===== config.mk =====
export PLATFORM = sky130hd
export DESIGN_NAME = imm_gen_pipe
export DESIGN_NICKNAME = d
export VERILOG_FILES = /design/src/rtl/imm_gen_pipe.sv
export SDC_FILE = /design/constraint.sdc
export NUM_CORES = 1
export LEC_CHECK = 0
export CORE_UTILIZATION = 25
export CTS_BUF_LIST = sky130_fd_sc_hd__clkbuf_8
export DETAILED_ROUTE_END_ITERATION = 6
export GPL_TIMING_DRIVEN = 0
export PLACE_DENSITY = 0.43
export RECOVER_POWER = 50
export SLEW_MARGIN = 20
export SYNTH_ARGS = -nofsm -noshare
export SYNTH_HDL_FRONTEND = slang
export SYNTH_SLANG_ARGS = --single-unit

===== constraint.sdc =====
create_clock -name clk -period 3.7 [get_ports clk]
set_input_delay 0.74 -clock clk [delete_from_list [all_inputs] [get_ports clk]]
set_output_delay 0.74 -clock clk [all_outputs]
set_load 0.01 [all_outputs]

===== src/rtl/imm_gen_pipe.sv =====
// Registered RISC-V immediate generator with a valid/ready front end and a
// two-entry (output + skid) buffer so decode can stall without losing throughput.
module imm_gen_pipe #(
   parameter int XLEN     = 32,
   parameter int TAG_W    = 5,
   parameter int ERRCNT_W = 16
) (
   input  logic                clk,
   input  logic                rst_n,
   input  logic                in_valid,
   output logic                in_ready,
   input  logic [31:0]         in_instr,
   input  logic [2:0]          in_sel,
   input  logic [TAG_W-1:0]    in_tag,
   output logic                out_valid,
   input  logic                out_ready,
   output logic [XLEN-1:0]     imm_out,
   output logic [TAG_W-1:0]    tag_out,
   output logic                err_out,
   output logic [ERRCNT_W-1:0] err_count
);

   typedef enum logic [2:0] {
      FMT_I  = 3'b000,
      FMT_S  = 3'b001,
      FMT_B  = 3'b010,
      FMT_U  = 3'b011,
      FMT_J  = 3'b100,
      FMT_Z  = 3'b101,
      FMT_SH = 3'b110,
      FMT_RS = 3'b111
   } fmt_e;

   logic [XLEN-1:0]  calc_imm;
   logic             calc_err;
   logic             skid_valid;
   logic [XLEN-1:0]  skid_imm;
   logic [TAG_W-1:0] skid_tag;
   logic             skid_err;
   logic             fire_in;
   logic             slot_free;
   logic             unused_opcode;

   // The opcode field is decoded upstream; only the immediate bits matter here.
   assign unused_opcode = ^in_instr[6:0];

   always_comb begin
      calc_imm = '0;
      calc_err = 1'b0;
      case (fmt_e'(in_sel))
         FMT_I:  calc_imm = XLEN'($signed(in_instr[31:20]));
         FMT_S:  calc_imm = XLEN'($signed({in_instr[31:25], in_instr[11:7]}));
         FMT_B:  calc_imm = XLEN'($signed({in_instr[31], in_instr[7], in_instr[30:25],
                                           in_instr[11:8], 1'b0}));
         FMT_U:  calc_imm = XLEN'($signed({in_instr[31:12], 12'b0}));
         FMT_J:  calc_imm = XLEN'($signed({in_instr[31], in_instr[19:12], in_instr[20],
                                           in_instr[30:21], 1'b0}));
         FMT_Z:  calc_imm = XLEN'(in_instr[19:15]);
         FMT_SH: begin
            // RV32 shifts only take 5 bits; a set bit 25 is an illegal shamt there.
            if (XLEN == 64) begin
               calc_imm = XLEN'(in_instr[25:20]);
            end else begin
               calc_imm = XLEN'(in_instr[24:20]);
               calc_err = in_instr[25];
            end
         end
         default: calc_err = 1'b1;
      endcase
   end

   // Ready depends only on the skid register, so out_ready never reaches in_ready.
   assign in_ready  = rst_n & ~skid_valid;
   assign fire_in   = in_valid & in_ready;
   assign slot_free = ~out_valid | out_ready;

   always_ff @(posedge clk) begin
      if (!rst_n) begin
         out_valid  <= 1'b0;
         imm_out    <= '0;
         tag_out    <= '0;
         err_out    <= 1'b0;
         skid_valid <= 1'b0;
         skid_imm   <= '0;
         skid_tag   <= '0;
         skid_err   <= 1'b0;
         err_count  <= '0;
      end else begin
         if (slot_free) begin
            if (skid_valid) begin
               out_valid  <= 1'b1;
               imm_out    <= skid_imm;
               tag_out    <= skid_tag;
               err_out    <= skid_err;
               skid_valid <= fire_in;
               if (fire_in) begin
                  skid_imm <= calc_imm;
                  skid_tag <= in_tag;
                  skid_err <= calc_err;
               end
            end else begin
               out_valid <= fire_in;
               if (fire_in) begin
                  imm_out <= calc_imm;
                  tag_out <= in_tag;
                  err_out <= calc_err;
               end
            end
         end else if (fire_in) begin
            skid_valid <= 1'b1;
            skid_imm   <= calc_imm;
            skid_tag   <= in_tag;
            skid_err   <= calc_err;
         end
         if (fire_in && calc_err && (err_count != '1)) begin
            err_count <= err_count + 1'b1;
         end
      end
   end

endmodule


==> impl_metrics.tcl <==
set metrics [dict create \
    dpl-instance-area_um2 5660 \
    drt_iter0_markers 265 \
    netlist.area_leader.share 0.421 \
    die-area_um2 18400 \
    hp-class "register to register" \
    ys_seq_area_frac 0.421 \
    max_stage_delay_ps 550 \
    p_per_area_nw_per_um2 364 \
    yosys.area_share.simple 0.259 \
    die_width_um 136 \
    wl_met3_um 782 \
    synth_area_leaders "dfxtp_1, a21oi_1, a22oi_1" \
    synth_xor_xnor_area_share 0 \
    dr.max_layer_used "met4" \
    ioPinCount 100 \
    synth-compound-area-share 0.238 \
    synth_cell_types 47 \
    syn-num-nets 614 \
    hold_violations 0 \
    crit_path_frequent_cell "clkbuf_1" \
    crit_arrival_ps 3140 \
    wl_met2_um 7330 \
    portBuffers 90 \
    wl_per_cell_um 17.7 \
    fin_crit_sh 0.762 \
    num_antenna_cells 0 \
    cp_max_fo 10 \
    cp_cell_sequence "dlygate4sd3_1, nand2b_1, clkbuf_1, or2_2, clkbuf_1, clkbuf_1, a22oi_1, nor2_1" \
    cts-root-buf "clkbuf_8" \
    hold_ws_ps 462 \
    layout.cells.non_filler 899 \
    synth-async-reset-ratio 0 \
    relSlewSlack 0.510 \
    reg2reg_depth 7 \
    post_cts_buffers 0 \
    status "finished, final reports clean" \
    cts.clk_slew.worst_paths_ps 90 \
    start_util 0.257 \
    wl_met1_um 7580 \
    power.total_mw 2.13 \
    fin_ws_ps 881 \
    design_area_um2 5850 \
    antenna_found_initial 0 \
    cts_tree "built" \
    grt_pass1_vias 4407 \
    syn_inst 569 \
    clock-sinks 94 \
    die-height_um 136 \
    grt_max_degree 15 \
    synthAdderAreaFrac 0.00503 \
    synthMuxAreaShare 0.0249 \
    ir_drop_v 0.000189 \
    rsz0062_at_grt "no" \
    overflow 0 \
    synth_top_family_by_area "simple AND/OR/NAND/NOR gates" \
    synth_edf_count 0 \
    yosys_most_used_dff "dfxtp_1" \
    via_count 4622 \
    yosysWarnings 0 \
    fill_cells 1872 \
    p_leak_nw 2.02 \
    cts_max_level 3 \
    startpoint_type "input pin" \
    dr.pass1.iters 5 \
    final_cell_mix "dfxtp_1, a21oi_1, dlygate4sd3_1, nor2_1, clkbuf_1" \
    rows 48 \
    drive_gt1_frac 0.0341 \
    dpl.cell_count 884 \
    setup-tns-final_ps 0 \
    clk_latency_ps 380 \
    worstPathRequired_ps 4020 \
    synth_area_um2 4470 \
    coreArea_um2 17400 \
    gp_congestion 0.836 \
    avgSynthCellArea_um2 7.86 \
    remaining_drc_errors 0 \
    slew_viol_final 0 \
    path_class "input pin to register" \
    cts_buffer_depth 2 \
    ant_nets 0 \
    fmax_mhz 355 \
    grt_usage 0.178 \
    place_ws_ps 538 \
    grt_pass1_wl_um 24500 \
    final_common_cell "dfxtp_1" \
    hold_buffers 0 \
    yosys.area.top_type "dfxtp_1" \
    cts_resized 0 \
    area_growth_pct 30.8 \
    fin_nets 715 \
    fin_worst_skew_ps 9.83 \
    synth-seq-cells 94 \
    finalSetupViolCount 0 \
    routed_wl_um 15900 \
    vias_per_cell 5.14 \
    slowest_stage "dlygate4sd3_1" \
    dp_hpwl_um 11900 \
    end_kind "register" \
    fin_util 0.336 \
    whs_path_depth 2 \
    worst_slew_pin_slew_ps 735 \
    post-route-min-period_ps 2820 \
    maxCapViolations 0 \
    cts-buffers-inserted 9 \
]
per-layer routing:
layer,vias up,track usage
li1,2286,-
met1,2191,0.232
met2,128,0.286
met3,17,0.0426
met4,0,0.0549
met5,-,0
power breakdown:
| group | switching (mW) | internal [mW] | leakage, nW |
|---|---|---|---|
| clock | 0.374 | 0.344 | 0.107 |
| combinational | 0.205 | 0.142 | 1.15 |
| sequential | 0.0188 | 1.05 | 0.764 |
cells by family (layout without fill, tap and decap cells):
kind of cell / count (synthesis) / in the layout
AO/OA/AOI/OAI: 174 / 174
multiplexers: 11 / 11
adder cells (fa/ha/maj): 2 / 2
AND/OR/NAND/NOR: 228 / 228
buffers and inverters: 60 / 165
flip-flops: 94 / 94
critical path, delay by kind of cell:
kind                   cells  cell delay [ps]
and+or+nand+nor            3              410
AOI/OAI and AO/OA          1              170
buffers and inverters      4             1790
final cells by class:
class                           instances  area (µm²)  share of cell area
Tap cell                              225         282              0.0481
Clock inverter                          4        47.5             0.00812
Timing Repair Buffer                   90         901               0.154
Clock buffer                           11         151              0.0259
Multi-Input combinational cell        415        2360               0.403
Sequential cell                        94        1880               0.322
Buffer                                 58         225              0.0385
Inverter                                2        7.51             0.00128
cell usage after synthesis (2+ instances only):
library cell  number
a211oi_1          10
a21oi_1           61
a22oi_1           34
a311oi_1           2
and2_1             2
buf_1              8
buf_2              6
clkbuf_1          43
dfxtp_1           94
mux2i_1           10
nand2_1           39
nand2b_1          16
nand3_1           37
nand3b_1          15
nand4_1            7
nor2_1            48
nor3_1            41
o21ai_0           34
o22ai_1           13
o311ai_0           2
o31ai_1            9
o41ai_1            2
or3_1              4
or4_1              9
worst paths after layout:
path | start | endpoint | slack, ps
min reg2reg | skid_imm[31] | skid_imm[31] | 460
max reg2reg | err_count[0] | err_count[1] | 1180
max | out_ready | skid_imm[8] | 880
min | skid_imm[31] | skid_imm[31] | 460
state kept, by name (all words and copies together), names as in the netlist:
register / cells
err_count: 16
err_out: 1
imm_out: 32
out_valid: 1
skid_err: 1
skid_imm: 32
skid_tag: 5
skid_valid: 1
tag_out: 5
Note: power is estimated with default switching activity, not from simulation.
==> RTL change (config.mk and constraints unchanged) <==
`ERRCNT_W`: 16 -> 20.
--- a/src/rtl/imm_gen_pipe.sv
+++ b/src/rtl/imm_gen_pipe.sv
@@ -3,7 +3,7 @@
 module imm_gen_pipe #(
    parameter int XLEN     = 32,
    parameter int TAG_W    = 5,
-   parameter int ERRCNT_W = 16
+   parameter int ERRCNT_W = 20
 ) (
    input  logic                clk,
    input  logic                rst_n,
Interface: changed (resized err_count); port bits go from 100 to 104. The function was not compared with the original's and may differ.
==> RTL change against the original RTL <==
Core utilization increased by 0.69 points; final area increased by 2.8%; combinational power decreased by 8.6%; critical path depth decreased by 3; setup slack got worse by 560 ps; synthesized area increased by 1.8%; global-route usage decreased by 0.38 points; routed wire length decreased by 0.44%; via count decreased by 0.61%; sequential share of layout area increased by 0.47 points; sequential cell count increased by 4; power increased by 5.6%; critical path type is now primary input to output port; largest cell class unchanged.
==> RTL change: results <==
[critical_path]
arrival_ps = 2640
slowest_delay_ps = 600
crit_path_top_delay_cell = "dlygate4sd3_1"
path_max_fanout = 10

[yosys]
ys_types = 47
ys_top_cells_by_area = "dfxtp_1 43%, a211oi_1 6.8%, nand2_1 5.3%"
synth_mux_area_share_pct = 1.98
netlist_top_cells_count = "98 x dfxtp_1, 64 x nand2_1, 43 x a21oi_1, 42 x nor2_1, 41 x a211oi_1"
synth-main-ff-cell = "dfxtp_1"
syn_nets = 606
synth_compound_area_share_pct = 22.3
synthXorXnorAreaFrac_pct = 0.962
synth_adder_area_share_pct = 0.275
syn_avg_cell_area_um2 = 8.12
synth-warning-count = 0
async_flop_share_pct = 0
synth-seq-area-share_pct = 43.1

[routing]
wl_per_cell_um = 17.7
first_pass_iters = 7
drt-total-wl_um = 15900
drt_first_iter_violations = 242
vias = 4594

[cts]
htree_levels = 3
path_clk_slew_ps = 100
cts.repair.resized = 0
numCtsBuffers = 9
cts_buffer_depth = 2
root_buffer = "clkbuf_8"
cts_setup_buffers = 0
insertion_delay_ps = 380

[min_path]
hp-class = "register to register"

[timing]
relSlewSlack_pct = 26.9
fin_worst_skew_ps = 13.5
finalHoldViolCount = 0

[layout]
drive_above_1_share_pct = 4.46
antenna_cells = 0
top_regs = "imm_out: 32 flops, skid_imm: 32 flops, err_count: 20 flops"
seq_area_um2 = 1960
final_nets = 713
fill_cells = 1862

[grt]
antenna_found_initial = 0
grt_pass1_wl_um = 24300
grt_max_degree = 18
grtUsageTotal_pct = 17.4
grt_pass1_vias = 4412

[power_and_ir_drop]
p_leak_nw = 2.13
ir_drop_mv = 0.153

[placement]
place_area_um2 = 5800
placed_cells = 882
io_buffers = 96
pre_cts_ws_ps = 429
place.gp.congestion = 0.845
hpwl_um = 11900

[flow_run]
maxCapViolations = 0

[outcome]
status = "finished, final reports clean"
RTL change: changes by cell type after synthesis, moves of 12 or more:
cell / delta
o21ai_0: -13
nor3_1: -25
nand3b_1: -13
a211oi_1: +31
nor2b_1: +12
a22oi_1: -28
nand2_1: +25
a21oi_1: -18
RTL change: cells by family after synthesis:
| logic type | after synthesis |
|---|---|
| AOI/OAI and AO/OA | 158 |
| xor gates and xnor gates | 5 |
| adders and majority gates | 1 |
| buffers and inverters | 59 |
| DFF | 98 |
| muxes | 9 |
| and+or+nand+nor | 231 |
RTL change: final cells by class:
type / instances / area share (%)
buffer: 50 / 3.23
clock buffer: 10 / 2.29
clock inverter: 6 / 1.58
inverter: 9 / 0.562
multi-input combinational: 404 / 39.1
sequential: 98 / 32.6
tap: 225 / 4.68
timing repair buffer: 96 / 16.0
RTL change: worst paths after layout:
kind                                    from       endpoint  slack (ps)  cells past startpoint
worst max-delay path                   rst_n       in_ready         320                      5
worst min-delay path             skid_tag[3]    skid_tag[3]         460                      2
worst max register to register  err_count[2]  err_count[11]        1190                      5
worst min register to register   skid_tag[3]    skid_tag[3]         460                      2
RTL change: report_power, final:
group,switching [mW],internal [mW]
combinational,0.184,0.133
sequential,0.0187,1.09
clock,0.419,0.407
total,0.622,1.63
RTL change: metal layers:
layer  vias up  global-route usage [%]  share of wire [%]
met1      2167                    22.7                 46
met5         -                       0                  0
met2       154                    28.1                 47
met3        29                    2.37                4.2
met4         0                    8.42                3.0
li1       2244                       -                  -
RTL change: critical path: cells and delay by family:
kind,cells,cell delay [ps]
AND/OR/NAND/NOR,1,190
buffers and inverters,4,1710
